--- config.mk ---
export PLATFORM = sky130hd
export DESIGN_NAME = color_bbox
export DESIGN_NICKNAME = d
export VERILOG_FILES = /design/src/rtl/color_detect_pkg.sv /design/src/rtl/rgb565_match.sv /design/src/rtl/color_bbox.sv
export SDC_FILE = /design/constraint.sdc
export NUM_CORES = 1
export LEC_CHECK = 0
export CAP_MARGIN = 30
export CORE_ASPECT_RATIO = 0.75
export CORE_MARGIN = 1.5
export CORE_UTILIZATION = 54
export CTS_BUF_LIST = sky130_fd_sc_hd__clkbuf_4
export DETAILED_ROUTE_END_ITERATION = 8
export PLACE_DENSITY = 0.79
export SETUP_SLACK_MARGIN = 0.15
export SYNTH_ARGS = -nofsm -noshare
export SYNTH_HDL_FRONTEND = slang
export SYNTH_SLANG_ARGS = --single-unit
--- constraint.sdc ---
create_clock -name i_pclk -period 2.2 [get_ports i_pclk]
set_clock_uncertainty 0.05 [all_clocks]
set_input_delay 0.44 -clock i_pclk [delete_from_list [all_inputs] [get_ports i_pclk]]
set_output_delay 0.44 -clock i_pclk [all_outputs]
set_load 0.02 [all_outputs]
--- src/rtl/color_detect_pkg.sv ---
// Shared colour-detection types: RGB565 pixel, bbox result, FSM states.
// Default frame geometry matches the capture block.
package color_detect_pkg;

  localparam int DEF_IMG_W = 480;
  localparam int DEF_IMG_H = 480;

  localparam int CRD_W = 16;
  localparam int CNT_W = 32;

  typedef struct packed {
    logic [4:0] r;
    logic [5:0] g;
    logic [4:0] b;
  } rgb565_t;

  typedef struct packed {
    logic             found;
    logic [CNT_W-1:0] count;
    logic [CRD_W-1:0] xmin;
    logic [CRD_W-1:0] xmax;
    logic [CRD_W-1:0] ymin;
    logic [CRD_W-1:0] ymax;
  } bbox_t;

  typedef enum logic [1:0] {
    IDLE,
    ACTIVE,
    DONE
  } state_t;

  function automatic logic in_box(
    input rgb565_t p,
    input rgb565_t lo,
    input rgb565_t hi
  );
    return (p.r >= lo.r) && (p.r <= hi.r) &&
           (p.g >= lo.g) && (p.g <= hi.g) &&
           (p.b >= lo.b) && (p.b <= hi.b);
  endfunction

endpackage

--- src/rtl/rgb565_match.sv ---
// Registered inclusive three-channel range compare, 1-cycle latency.
// The match flag is qualified by the valid it travels with.
module rgb565_match
  import color_detect_pkg::*;
(
  input  logic    clk,
  input  logic    rst_n,
  input  logic    valid,
  input  rgb565_t pix,
  input  rgb565_t lo,
  input  rgb565_t hi,
  output logic    valid_q,
  output logic    match_q
);

  always_ff @(posedge clk or negedge rst_n) begin
    if (!rst_n) begin
      valid_q <= 1'b0;
      match_q <= 1'b0;
    end else begin
      valid_q <= valid;
      match_q <= valid & in_box(pix, lo, hi);
    end
  end

endmodule

--- src/rtl/color_bbox.sv ---
// Per-frame colour bbox/count statistics over an RGB565 pixel stream.
// Optional mask output stream enabled by COLOR_BBOX_MASK_EN.
module color_bbox
  import color_detect_pkg::*;
#(
  parameter int IMG_W = DEF_IMG_W,
  parameter int IMG_H = DEF_IMG_H,
  localparam int XW = $clog2(IMG_W),
  localparam int YW = $clog2(IMG_H),
  localparam int CW = $clog2(IMG_W*IMG_H+1)
) (
  input  logic          i_pclk,
  input  logic          i_rstn,
  input  logic          i_sof,
  input  logic          i_wr,
  input  logic [15:0]   i_wdata,
  input  logic [15:0]   i_lo,
  input  logic [15:0]   i_hi,
  output logic          o_valid,
  output logic          o_found,
  output logic [CW-1:0] o_count,
  output logic [XW-1:0] o_xmin,
  output logic [XW-1:0] o_xmax,
  output logic [YW-1:0] o_ymin,
  output logic [YW-1:0] o_ymax
`ifdef COLOR_BBOX_MASK_EN
  ,
  output logic          o_mask_wr,
  output logic [15:0]   o_mask_wdata
`endif
);

  localparam logic [XW-1:0] XL = XW'(IMG_W-1);
  localparam logic [YW-1:0] YL = YW'(IMG_H-1);
  localparam logic [CW-1:0] NPIX = CW'(IMG_W*IMG_H);

  state_t st, st_nx;
  rgb565_t lo_q, hi_q, lo_e, hi_e;
  logic [XW-1:0] x_q, px;
  logic [YW-1:0] y_q, py;
  logic acc_pix, last_pix;

  // sof wins over the held coordinates and thresholds in its own cycle
  always_comb begin
    lo_e = i_sof ? rgb565_t'(i_lo) : lo_q;
    hi_e = i_sof ? rgb565_t'(i_hi) : hi_q;
    px = i_sof ? '0 : x_q;
    py = i_sof ? '0 : y_q;
    acc_pix = i_wr && (i_sof || st == ACTIVE);
    last_pix = acc_pix && px == XL && py == YL;
  end

  always_comb begin
    st_nx = st;
    case (st)
      IDLE: if (i_sof) st_nx = ACTIVE;
      ACTIVE: if (i_sof) st_nx = ACTIVE;
      DONE: st_nx = i_sof ? ACTIVE : IDLE;
      default: st_nx = IDLE;
    endcase
    if (last_pix) st_nx = DONE;
  end

  always_ff @(posedge i_pclk or negedge i_rstn) begin
    if (!i_rstn) begin
      st <= IDLE;
      x_q <= '0;
      y_q <= '0;
      lo_q <= '0;
      hi_q <= '0;
    end else begin
      st <= st_nx;
      if (i_sof) begin
        lo_q <= rgb565_t'(i_lo);
        hi_q <= rgb565_t'(i_hi);
      end
      if (acc_pix) begin
        if (px == XL) begin
          x_q <= '0;
          y_q <= (py == YL) ? '0 : py + YW'(1);
        end else begin
          x_q <= px + XW'(1);
          y_q <= py;
        end
      end else if (i_sof) begin
        x_q <= '0;
        y_q <= '0;
      end
    end
  end

  logic s1_v, s1_m, s1_first, s1_last;
  logic [XW-1:0] s1_x;
  logic [YW-1:0] s1_y;

  rgb565_match u_match (
    .clk    (i_pclk),
    .rst_n  (i_rstn),
    .valid  (acc_pix),
    .pix    (rgb565_t'(i_wdata)),
    .lo     (lo_e),
    .hi     (hi_e),
    .valid_q(s1_v),
    .match_q(s1_m)
  );

  always_ff @(posedge i_pclk or negedge i_rstn) begin
    if (!i_rstn) begin
      s1_x <= '0;
      s1_y <= '0;
      s1_first <= 1'b0;
      s1_last <= 1'b0;
    end else begin
      s1_x <= px;
      s1_y <= py;
      s1_first <= acc_pix && px == '0 && py == '0;
      s1_last <= last_pix;
    end
  end

  logic [CW-1:0] cnt;
  logic [XW-1:0] xmin, xmax;
  logic [YW-1:0] ymin, ymax;
  logic s2_last;

  // pixel (0,0) re-seeds the accumulators, so aborted frames leave no trace
  always_ff @(posedge i_pclk or negedge i_rstn) begin
    if (!i_rstn) begin
      cnt <= '0;
      xmin <= XL;
      xmax <= '0;
      ymin <= YL;
      ymax <= '0;
      s2_last <= 1'b0;
    end else begin
      s2_last <= s1_v & s1_last;
      if (s1_v) begin
        if (s1_first) begin
          cnt <= s1_m ? CW'(1) : '0;
          xmin <= s1_m ? s1_x : XL;
          xmax <= s1_m ? s1_x : '0;
          ymin <= s1_m ? s1_y : YL;
          ymax <= s1_m ? s1_y : '0;
        end else if (s1_m) begin
          if (cnt != NPIX) cnt <= cnt + CW'(1);
          if (s1_x < xmin) xmin <= s1_x;
          if (s1_x > xmax) xmax <= s1_x;
          if (s1_y < ymin) ymin <= s1_y;
          if (s1_y > ymax) ymax <= s1_y;
        end
      end
    end
  end

  bbox_t res;
  logic res_v, any;

  assign any = cnt != '0;

  // snapshot frees the accumulators for a frame that starts while draining
  always_ff @(posedge i_pclk or negedge i_rstn) begin
    if (!i_rstn) begin
      res <= '0;
      res_v <= 1'b0;
    end else begin
      res_v <= s2_last;
      if (s2_last) begin
        res.found <= any;
        res.count <= CNT_W'(cnt);
        res.xmin <= any ? CRD_W'(xmin) : '0;
        res.xmax <= any ? CRD_W'(xmax) : '0;
        res.ymin <= any ? CRD_W'(ymin) : '0;
        res.ymax <= any ? CRD_W'(ymax) : '0;
      end
    end
  end

  always_ff @(posedge i_pclk or negedge i_rstn) begin
    if (!i_rstn) begin
      o_valid <= 1'b0;
      o_found <= 1'b0;
      o_count <= '0;
      o_xmin <= '0;
      o_xmax <= '0;
      o_ymin <= '0;
      o_ymax <= '0;
    end else begin
      o_valid <= res_v;
      if (res_v) begin
        o_found <= res.found;
        o_count <= res.count[CW-1:0];
        o_xmin <= res.xmin[XW-1:0];
        o_xmax <= res.xmax[XW-1:0];
        o_ymin <= res.ymin[YW-1:0];
        o_ymax <= res.ymax[YW-1:0];
      end
    end
  end

  logic res_unused;
  assign res_unused = ^res;

`ifdef COLOR_BBOX_MASK_EN
  logic [15:0] pix_q;

  always_ff @(posedge i_pclk or negedge i_rstn) begin
    if (!i_rstn) begin
      pix_q <= '0;
    end else if (acc_pix) begin
      pix_q <= i_wdata;
    end
  end

  assign o_mask_wr = s1_v;
  assign o_mask_wdata = s1_m ? 16'hFFFF : pix_q;
`endif

endmodule

# Yosys cells after proc, flatten, opt, wreduce, memory -nomap -nowiden
# Cells that the tools add are included.
# totals
elab_cells	120
ramBits	0
mem_bits_ro	0
output_inout_bits	56
mem_count	0
ff_bits	241
latchBits	0
in_bits	52
# classes
addsub	3
shifts	0
magnitude_cmp	10
n_mux	37
n_reduce_logical	27
div	0
bitwise_logic	2
n_eq_ne	6
n_mul	0
# op_table
op	count
two-way mux 9 bit	27
two-way mux 18 bit	3
two-way mux 16 bit	2
adder 18 x 1 -> 18 bit, second input constant	1
adder 9 x 1 -> 9 bit, second input constant	2
== test 9 bit, second input constant	2
> comparator 9 bit	2
logical NOT 9 bit	2
less-than comparator 9 bit	2
!= test 18 bit, second input constant	1
nonzero test 18 bit	1
AND reduction 3 bit	5
nonzero test 2 bit	6
>= comparator 5 bit	2
less-or-equal comparator 5 bit	2
logical AND 1 bit	10
>= comparator 6 bit	1
less-or-equal comparator 6 bit	1
two-way mux 2 bit	2
one-hot mux 2 bit (2 select lines)	1
!= test 3 x 1 -> 1 bit, second input constant	1
AND 1 bit	2
== test 2 x 1 -> 1 bit, second input constant	1
== test 2 bit, second input constant	1
other kinds (4)	5

# Longest topological paths before layout
# Gate-level depths: netlist of run 1.
# logic_depth
depth_word	8
mapped_depth	11
mapped_depth_nobuf	9

# Modules after synthesis
# From an unflattened synthesis of run 1, not the netlist that was laid out.
# unflattened
hier_cells	949
hier_area_um2	11264.6
# modules_own_cells
mod	instances	seq_area_each_um2	area_per_inst_um2	cells_per_inst
color_bbox	1	6000.8	10431.3	841
rgb565_match	1	50.0	833.3	108

# Worst setup path after synthesis of run 1
# No wires, ideal clock.
# synth_timing
path_type	input-to-reg
startpoint	input port i_sof
endpoint	register u_match.match_q
path_stages	10
required_time_ns	2.049
setup_slack_ns	-0.590
setup_ns	0.101
path_buffers	4
t_arrival_ns	2.639
path_cell_list	buf_2 > buf_2 > buf_1 > buf_2 > mux2i_1 > ha_1 > a21oi_1 > o21ai_0 > o32a_1 > nor4_1
# synth_via
elab_chain_len	8
elab_cells_between_ends	16
cone_classes	order compare: 6; mux: 2; bitwise: 1; reduce/logical: 7
# synth_rtl
item	line_no	source
start, declared	color_bbox.sv:14	input logic i_sof,
two-way mux 16 bit	--	
>= comparator 5 bit / less-or-equal comparator 5 bit (equally long branches)	color_detect_pkg.sv:37	return (p.r >= lo.r) && (p.r <= hi.r) &&
logical AND 1 bit (2 in series)	color_detect_pkg.sv:37	
logical AND 1 bit (2 in series)	color_detect_pkg.sv:38	(p.g >= lo.g) && (p.g <= hi.g) &&
logical AND 1 bit	color_detect_pkg.sv:39	(p.b >= lo.b) && (p.b <= hi.b);
AND 1 bit *	rgb565_match.sv:22	match_q <= valid & in_box(pix, lo, hi);
end signal, assigned	rgb565_match.sv:22	
end, declared	rgb565_match.sv:13	output logic match_q
# Every way passes the cells marked *; elsewhere a longest branch is shown, timed or not.
# A chain may end at the register's enable or synchronous reset.

# Final worst setup path of run 1
# layout_timing
startpoint	register ymin[7]
endpoint	register ymin[3]
# layout_via
elab_chain_len	3
# layout_rtl
item	line_no	source
start, declared	color_bbox.sv:123	logic [YW-1:0] ymin, ymax;
start signal, assigned	color_bbox.sv:142	ymin <= s1_m ? s1_y : YL;
start signal, assigned	color_bbox.sv:148	if (s1_y < ymin) ymin <= s1_y;
less-than comparator 9 bit	color_bbox.sv:148	
nonzero test 2 bit (no source line)	--	
AND reduction 3 bit (no source line)	--	
# No other way between the ends.

==> impl_metrics.yaml, run 1 <==
floorplan:
  initial_core_util_pct: 55.2
  chipHeight_um: 128
  die_width_um: 169
  num_rows: 45
  ios: 108
  core_area_um2: 20300
  dieArea_um2: 21600
clock_network:
  cts_root_buf: "clkbuf_4"
  insertion_delay_ns: 0.68
  cts_made_buffers: 57
  clkSinkCount: 241
  cts.htree.levels: 2
  cts_tree: "done"
  cts.clk_slew.worst_paths_ns: 0.06
  clock_path_buffers: 3
synth:
  async_reset_ff_share_pct: 100
  synth_seq_cells: 241
  synth.avg_cell_area_um2: 11.9
  syn-cell-area_um2: 11200
  synthTopCellsByArea: "dfrtp_1 (50%), ha_1 (8.1%), mux2_2 (8.1%)"
  synth_top_cell_area_share_pct: 50.3
  yosysSeqAreaShare_pct: 54.1
  ys_warn_count: 0
  synth.top_cells.by_count: "dfrtp_1 (225), inv_1 (88), mux2_2 (80)"
  synth_edf_count: 0
  synth_nets: 1067
  synth_cell_type_count: 66
  synth_most_common_cell: "dfrtp_1"
  yosys.area.top_type: "dfrtp_1"
  postSynthCellCount: 943
  synth-main-ff-cell: "dfrtp_1"
global_routing:
  grt_pass1_wl_mm: 40.7
  grt_start_max_net_pins: 66
  antenna_found_initial: 0
  track_usage_pct: 23.5
  grt_pass1_vias: 8117
  gr-total-overflow: 0
worst_setup_path:
  worst-r2r-cell-count: 7
  crit_arrival_ns: 2.84
  r2r_end: "ymin[3]"
  cp-startpoint: "ymin[7]"
  worst-setup-path-type: "flop to flop"
  rrSetupSlack_ns: -0.12
  r2r-start: "ymin[7]"
  crit_path_start_kind: "flop"
  cp_max_fo: 8
  cp-end-kind: "flop"
  crit_end: "ymin[3]"
  worstPathRequired_ns: 2.72
pwr:
  powerDensity_nw_per_um2: 671
  power_leakage_nw: 7.32
  p_total_mw: 9.68
  ir_worst_vdd_v: 0.000428
cells_and_area:
  nNetsFinal: 1304
  syn2layout_area_growth_pct: 28.8
  regArea_um2: 6060
  layout-drive-gt1-share_pct: 30.5
  n_antenna_cell: 0
  fill_cells: 1377
  multiInputGateArea_um2: 5030
timing:
  hold_viol_final: 0
  worst_slack_ns: -0.119
  grt_setup_unrepaired: "true"
  fmax_mhz: 431
  worst_pin_slew_ns: 0.553
  min_period_over_period_pct: 105
  slew_violations: 0
  slew_headroom_pct: 63.1
  setup_violations: 9
  period_needed_ns: 2.32
route:
  drc: 0
  vias: 8393
  drt_iter0_drc: 591
  antenna_left: 0
  viasPerCell: 5.65
  wl_per_cell_um: 17.1
  wirelength_mm: 25.3
  firstDrtPassIters: 5
status:
  violations: "negative setup slack"
  outcome: "finished, violations left"
place:
  pre_cts_ws_ns: -0.298
  dpl.hpwl_mm: 17.1
  gp_congestion: 0.886
  portBuffers: 107
min_path:
  min_path_type: "input pin to flop"
job:
  cap_violations: 0
==> registers in the layout, summed over array words and instances (netlist names), 16 cells and up <==
| register | flops |
|---|---|
| res | 55 |
| cnt | 18 |
| o_count | 18 |
| hi_q | 16 |
| lo_q | 16 |
==> per-layer routing <==
layer / routed length (um) / track usage, % / share of wire (%) / up-vias
li1: - / - / - / 3943
met3: 1890 / 4.85 / 7.4 / 37
met1: 12300 / 36.4 / 48 / 4104
met2: 10900 / 33.1 / 43 / 309
met5: 0 / 0 / 0 / -
met4: 311 / 7.13 / 1.2 / 0
==> worst max-delay path: stages, from the launching register on <==
cell,delay (ns)
dfstp_2,0.54
inv_2,0.05
ha_4,0.23
a21oi_2,0.16
a21boi_1,0.08
or4b_4,0.53
or2_4,0.32
a311oi_2,0.28
==> area by class of cell <==
class | instances | share of cell area (%)
Inverter | 88 | 2.29
Clock buffer | 86 | 4.48
Timing Repair Buffer | 216 | 13.3
Clock inverter | 20 | 0.747
Tap cell | 258 | 2.24
Multi-Input combinational cell | 576 | 34.9
Sequential cell | 241 | 42.1
==> stage by stage <==
stage / std cells / cell area (um2) / utilization (%) / hold slack, ns / TNS, ns
floorplan: 943 / 11300 / - / 0.0944 / -0.280
detailed placement: 1363 / 13200 / 65.3 / 0.384 / -3.40
finish: 1485 / 14400 / 71.1 / 0.174 / -0.732
CTS: 1476 / 14100 / 69.6 / 0.120 / -0.415
global route: 1485 / 14400 / 71.1 / 0.165 / -1.25
global placement: 1363 / 13200 / 65.3 / 0.384 / -2.07
==> logic make-up (layout without fill, tap and decap cells) <==
logic type,Yosys count,in the layout,synth area share [%]
adders and majority gates,72,72,8.05
DFF,241,241,54.1
AOI/OAI and AO/OA,186,186,12.5
xor gates and xnor gates,12,12,0.939
buffers and inverters,126,410,4.34
and+or+nand+nor,196,196,9.35
muxes,110,110,10.8
==> cell usage in the layout, fill, tap and decap left out, types with 20 or more instances in the layout <==
| cell type | n |
|---|---|
| a21oi_1 | 21 |
| buf_4 | 94 |
| nor2_1 | 36 |
| dfrtp_1 | 216 |
| o21ai_0 | 23 |
| dlygate4sd2_1 | 56 |
| ha_1 | 56 |
| inv_1 | 82 |
| nand2_1 | 38 |
| mux2_2 | 78 |
| clkdlybuf4s50_1 | 49 |
| clkbuf_4 | 86 |
| nand3_1 | 20 |
| mux2i_1 | 29 |
| a22o_1 | 36 |
==> timing repair <==
action / in CTS / in global routing
buffers inserted: 6 / 9
hold buffers: 1 / 0
setup endpoints to repair: 91 / 43
pin swaps: 9 / 20
gates resized for setup: 81 / 44
endpoints found under the hold margin: 53 / 0
cloned: 0 / 0
==> worst min path at each step <==
stage	slack, ns	depth (start not counted)	from	endpoint
floorplan	0.09	0	i_rstn	cnt[0]
global placement	0.38	1	i_rstn	res[38]
detailed placement	0.38	1	i_rstn	xmax[1]
CTS	0.12	3	i_sof	lo_q[1]
global route	0.17	3	i_sof	lo_q[1]
finish	0.17	3	i_sof	lo_q[1]
==> where the power goes <==
part | internal (mW) | switching [mW]
Sequential | 4.64 | 0.105
Clock | 1.91 | 1.74
Combinational | 0.630 | 0.656
Total | 7.17 | 2.50
No activity file was read; power rests on OpenSTA's default activity.
==> inputs of run 2 (changes only) <==
--- a/config.mk
+++ b/config.mk
@@ -7,10 +7,11 @@
 export LEC_CHECK = 0
 export CAP_MARGIN = 30
 export CORE_ASPECT_RATIO = 0.75
-export CORE_MARGIN = 1.5
+export CORE_MARGIN = 10
 export CORE_UTILIZATION = 54
 export CTS_BUF_LIST = sky130_fd_sc_hd__clkbuf_4
 export DETAILED_ROUTE_END_ITERATION = 8
+export MAX_ROUTING_LAYER = met4
 export PLACE_DENSITY = 0.79
 export SETUP_SLACK_MARGIN = 0.15
 export SYNTH_ARGS = -nofsm -noshare
==> run 2 against run 1 <==
  * The run still ends with negative setup slack left
  * Wire length grew 7.0%
  * Combinational power rose by 5%
  * Worst setup slack better by 0.013 ns
  * Worst hold slack improved by 0.039 ns
  * First-iteration DRC count up 16%
  * Sequential power hardly changed
==> impl_metrics.yaml, run 2 (synthesis results as in run 1) <==
status:
  outcome: "finished, violations left"
  violations: "negative setup slack"
timing:
  grt_setup_unrepaired: "true"
  min_period_over_period_pct: 105
  hold_viol_final: 0
  fmax_mhz: 434
  slew_violations: 0
  slew_headroom_pct: 69.9
  worst_pin_slew_ns: 0.451
  setup_violations: 9
  period_needed_ns: 2.31
  worst_slack_ns: -0.106
pwr:
  power_leakage_nw: 7.32
  p_total_mw: 9.59
  seqPwrFrac_pct: 49.5
  swShare_pct: 26.0
  switchingPower_mw: 2.50
  ir_worst_vdd_v: 0.000341
  power.share.clock_pct: 36.5
  powerDensity_nw_per_um2: 662
  pwr-share-comb_pct: 14.0
  internal-power_mw: 7.10
worst_setup_path:
  r2r-start: "ymin[7]"
  cp_max_fo: 8
  cp_top_family: "simple AND/OR/NAND/NOR gates"
  worst-r2r-cell-count: 7
  crit_buf_inv: 1
  r2r_end: "ymin[8]"
  worstPathRequired_ns: 2.70
  crit_arrival_ns: 2.81
  cp_cell_sequence: "inv_2 > ha_4 > a21oi_2 > a21boi_1 > or4b_4 > or2_4 > a311oi_2"
  crit_path_start_kind: "flop"
  crit_path_top_delay_cell: "dfstp_2"
  rrSetupSlack_ns: -0.11
  cp-end-kind: "flop"
  worst-setup-path-type: "flop to flop"
  cpPeakStageDelay_ns: 0.55
clock_network:
  cts.clk_slew.worst_paths_ns: 0.07
  insertion_delay_ns: 0.68
  cts_root_buf: "clkbuf_4"
  cts_made_buffers: 56
  cts.htree.levels: 2
  cts_tree: "done"
  clkSinkCount: 241
  clock_path_buffers: 3
global_routing:
  antenna_found_initial: 0
  grt_start_max_net_pins: 54
  grt_pass1_vias: 8432
  gr-total-overflow: 0
  track_usage_pct: 19.9
  grt_pass1_wl_mm: 42.6
cells_and_area:
  regMostFlops: "res"
  nNetsFinal: 1307
  n_antenna_cell: 0
  layout-drive-gt1-share_pct: 31.5
  fin_util_pct: 71.3
  final_common_cell: "dfrtp_1"
  syn2layout_area_growth_pct: 29.6
  final_cell_mix: "dfrtp_1 (219), buf_4 (99), clkbuf_4 (81)"
  largest_register_ffs: 55
  top_regs: "res (55), cnt (18), o_count (18)"
floorplan:
  chipHeight_um: 145
  dieArea_um2: 26900
  num_rows: 45
  die_width_um: 186
  initial_core_util_pct: 55.1
  core_area_um2: 20300
  ios: 108
route:
  vias: 8547
  firstDrtPassIters: 5
  viasPerCell: 5.68
  drc: 0
  drt_iter0_drc: 687
  wl_per_cell_um: 18.0
  antenna_left: 0
  wirelength_mm: 27.1
place:
  portBuffers: 107
  gp_congestion: 0.901
  pre_cts_ws_ns: -0.238
  dpl.hpwl_mm: 18.4
job:
  cap_violations: 0
min_path:
  min_path_type: "input pin to asynchronous set/reset pin"
-- run 2: cell count changes in the layout (fill, tap and decap cells not counted), moves of 4 or more --
cell / change
buf_4: +5
inv_1: -5
clkinv_1: -5
ha_1: -4
inv_2: +6
ha_4: +4
clkbuf_4: -5
-- run 2: layout make-up --
cell class / instances / area [um2]
Clock buffer: 81 / 608
Multi-Input combinational cell: 577 / 5120
Tap cell: 282 / 353
Inverter: 88 / 330
Clock inverter: 16 / 92.6
Fill cell: 1409 / 5830
Timing Repair Buffer: 219 / 1930
Sequential cell: 241 / 6060
-- run 2: stage by stage --
stage                     instances  instance area [um2]  TNS, ns  hold WS, ns
after global routing           1504                14500    -1.18        0.201
after global placement         1388                13300    -2.20        0.341
after detailed placement       1388                13300    -3.66        0.340
after CTS                      1490                14100   -0.396        0.183
final                          1504                14500   -0.670        0.213
after floorplan                 943                11300   -0.280       0.0944
-- run 2: worst register-to-register path, cell delays in order, from the launching register on --
cell and delay [ns]:
dfstp_2 0.55, inv_2 0.05, ha_4 0.22, a21oi_2 0.11, a21boi_1 0.07, or4b_4 0.53, or2_4 0.33, a311oi_2 0.27
-- run 2: power by group through the flow --
stage	Clock, mW	Combinational (mW)	Sequential, mW
global placement	0	1.12	4.81
global route	3.84	1.49	4.76
CTS	3.60	1.21	4.73
detailed placement	0	1.16	4.81
floorplan	0	0.597	4.80
finish	3.50	1.35	4.75
-- run 2: worst max path at each step --
stage	start	end	slack, ns	depth (start not counted)
3_3_place_gp	i_sof	u_match.match_q	-0.18	9
4_1_cts	ymin[7]	ymin[8]	-0.07	7
2_1_floorplan	i_sof	u_match.match_q	-0.08	11
5_1_grt	ymin[7]	ymin[8]	-0.16	7
6_report	ymin[7]	ymin[8]	-0.11	7
3_5_place_dp	ymin[6]	ymin[3]	-0.24	7
-- run 2: timing repair --
item | 4_1_cts | 5_1_grt
resized for setup | 77 | 62
endpoints found under the setup margin | 93 | 84
buffers inserted | 4 | 12
pin swaps | 12 | 26
cloned | 0 | 2
endpoints found under the hold margin | 68 | 0
hold buffers | 1 | 0
-- run 2: metal layers --
metal / up-vias / global-route usage (%) / wire (um)
li1: 3925 / - / -
met2: 346 / 28.3 / 11700
met5: - / - / 0
met1: 4218 / 28.3 / 12900
met3: 58 / 4.24 / 1940
met4: 0 / 5.71 / 582
==> inputs of run 3 (changes only) <==
--- a/config.mk
+++ b/config.mk
@@ -10,9 +10,10 @@
 export CORE_MARGIN = 10
 export CORE_UTILIZATION = 54
 export CTS_BUF_LIST = sky130_fd_sc_hd__clkbuf_4
+export CTS_CLUSTER_DIAMETER = 200
 export DETAILED_ROUTE_END_ITERATION = 8
 export MAX_ROUTING_LAYER = met4
-export PLACE_DENSITY = 0.79
+export PLACE_DENSITY = 0.78
 export SETUP_SLACK_MARGIN = 0.15
 export SYNTH_ARGS = -nofsm -noshare
 export SYNTH_HDL_FRONTEND = slang
==> constraint.sdc (replaced) <==
create_clock -name i_pclk -period 2.2 [get_ports i_pclk]
set_clock_uncertainty 0.05 [all_clocks]
set_input_delay 0.22 -clock i_pclk [delete_from_list [all_inputs] [get_ports i_pclk]]
set_output_delay 0.22 -clock i_pclk [all_outputs]
set_load 0.02 [all_outputs]
==> run 3 against run 2 <==
  * Via count shrank 3.3%
  * Die area is the same
  * The run still ends with negative setup slack left
  * Final cell count shrank 0.33%
  * Combinational power shrank 3%
  * Worst hold slack lost 0.16 ns
  * Flip-flop and latch count is the same
  * Critical path depth is the same
==> impl_metrics.yaml, run 3 (synthesis results as in run 1) <==
status:
  outcome: "finished, violations left"
  violations: "negative setup slack"
worst_setup_path:
  worst-setup-path-type: "flop to flop"
  rrSetupSlack_ns: -0.1
  crit_arrival_ns: 2.82
  r2r-start: "ymin[7]"
  crit_path_start_kind: "flop"
  cp-startpoint: "ymin[7]"
  cp-end-kind: "flop"
  cp_max_fo: 8
  worstPathRequired_ns: 2.72
timing:
  worst_pin_slew_ns: 0.512
  slew_violations: 0
  min_period_over_period_pct: 104
  fmax_mhz: 435
  grt_setup_unrepaired: "true"
  hold_viol_final: 0
  slew_headroom_pct: 65.9
  hold_slack_ns: 0.0495
  period_needed_ns: 2.30
  tns_ns: -0.527
  setup_violations: 9
  worst_slack_ns: -0.0985
route:
  firstDrtPassIters: 5
  viasPerCell: 5.51
  antenna_left: 0
  drc: 0
  vias: 8266
  wl_per_cell_um: 17.2
  wirelength_mm: 25.8
  drt_iter0_drc: 476
pwr:
  pwr-share-comb_pct: 13.4
  ir_worst_vdd_v: 0.000324
  powerDensity_nw_per_um2: 669
  internal-power_mw: 7.22
  switchingPower_mw: 2.50
  p_total_mw: 9.72
  swShare_pct: 25.8
  seqPwrFrac_pct: 48.8
  power_leakage_nw: 7.05
  power.share.clock_pct: 37.8
min_path:
  hold_start: "i_sof"
  min_path_type: "input pin to flop"
floorplan:
  dieArea_um2: 26900
  initial_core_util_pct: 55.1
  die_width_um: 186
  num_rows: 45
  ios: 108
  chipHeight_um: 145
  core_area_um2: 20300
cells_and_area:
  top_regs: "res (55), cnt (18), o_count (18)"
  final_cell_mix: "dfrtp_1 (220), clkdlybuf4s50_1 (105), clkbuf_4 (95)"
  final_common_cell: "dfrtp_1"
  nNetsFinal: 1295
  syn2layout_area_growth_pct: 29.9
  largest_register_ffs: 55
  layout-drive-gt1-share_pct: 30.1
  regMostFlops: "res"
  finalInstanceArea_um2: 14500
global_routing:
  grt_start_max_net_pins: 52
  gr-total-overflow: 0
  track_usage_pct: 19.3
  grt_pass1_wl_mm: 41.5
  grt_pass1_vias: 8434
  antenna_found_initial: 1
place:
  postPlaceCellArea_um2: 13100
  portBuffers: 107
  pre_cts_ws_ns: -0.200
  gp_congestion: 0.924
  dpl.hpwl_mm: 17.5
clock_network:
  clock_path_buffers: 3
  clkSinkCount: 241
  cts_tree: "done"
  cts_made_buffers: 58
  cts_root_buf: "clkbuf_4"
  cts.clk_slew.worst_paths_ns: 0.07
  insertion_delay_ns: 0.69
  cts.htree.levels: 2
job:
  cap_violations: 0
-- run 3: changes by cell type in the layout (fill, tap and decap cells not counted), sizes merged, moves of 3 or more --
cell / change
clkdlybuf4s50: +56
dlygate4sd2: -56
buf: -18
clkinv: -5
clkbuf: +14
dlygate4sd3: +3
-- run 3: final timing paths --
| path | end | depth (start not counted) |
|---|---|---|
| max | ymin[2] | 7 |
| min | y_q[4] | 3 |
| max reg2reg | ymin[2] | 7 |
| min reg2reg | s2_last | 1 |
| max in group asynchronous | xmax[7] | 4 |
| min in group asynchronous | xmin[4] | 2 |
-- run 3: worst max-delay path, cell delays in order (launching register included) --
cell	delay, ns
dfstp_2	0.55
inv_2	0.05
ha_4	0.22
a21oi_2	0.12
a21boi_1	0.07
or4b_4	0.53
or2_4	0.31
a311oi_1	0.28
-- run 3: area by class of cell --
class	count	area [um2]
Sequential cell	241	6060
Fill cell	1372	5790
Multi-Input combinational cell	576	5040
Timing Repair Buffer	206	1990
Clock buffer	95	713
Tap cell	282	353
Inverter	88	330
Clock inverter	10	46.3
Antenna cell	1	2.50
-- run 3: power groups by stage --
stage | Sequential, mW | Clock, mW | Combinational (mW)
2_1_floorplan | 4.80 | 0 | 0.580
6_report | 4.74 | 3.67 | 1.31
4_1_cts | 4.73 | 3.79 | 1.18
3_5_place_dp | 4.81 | 0 | 1.13
3_3_place_gp | 4.81 | 0 | 1.09
5_1_grt | 4.76 | 4.01 | 1.45
-- run 3: per-layer routing --
layer	wire length, um	vias up	GRT usage, %
met5	0	-	-
met4	453	0	5.84
met3	1660	45	4.76
met2	11000	233	26.9
met1	12700	4075	27.2
li1	-	3913	-
-- run 3: metrics by stage --
stage / util, % / cells
after floorplan: - / 943
after global placement: 64.7 / 1371
after detailed placement: 64.7 / 1371
after CTS: 69.3 / 1484
after global routing: 71.5 / 1499
final: 71.5 / 1499
-- run 3: timing repair --
item,CTS,global route
pin swaps,8,30
hold buffers,6,0
setup endpoints to repair,34,56
endpoints found under the hold margin,234,0
gates resized for setup,19,56
buffers inserted,2,12
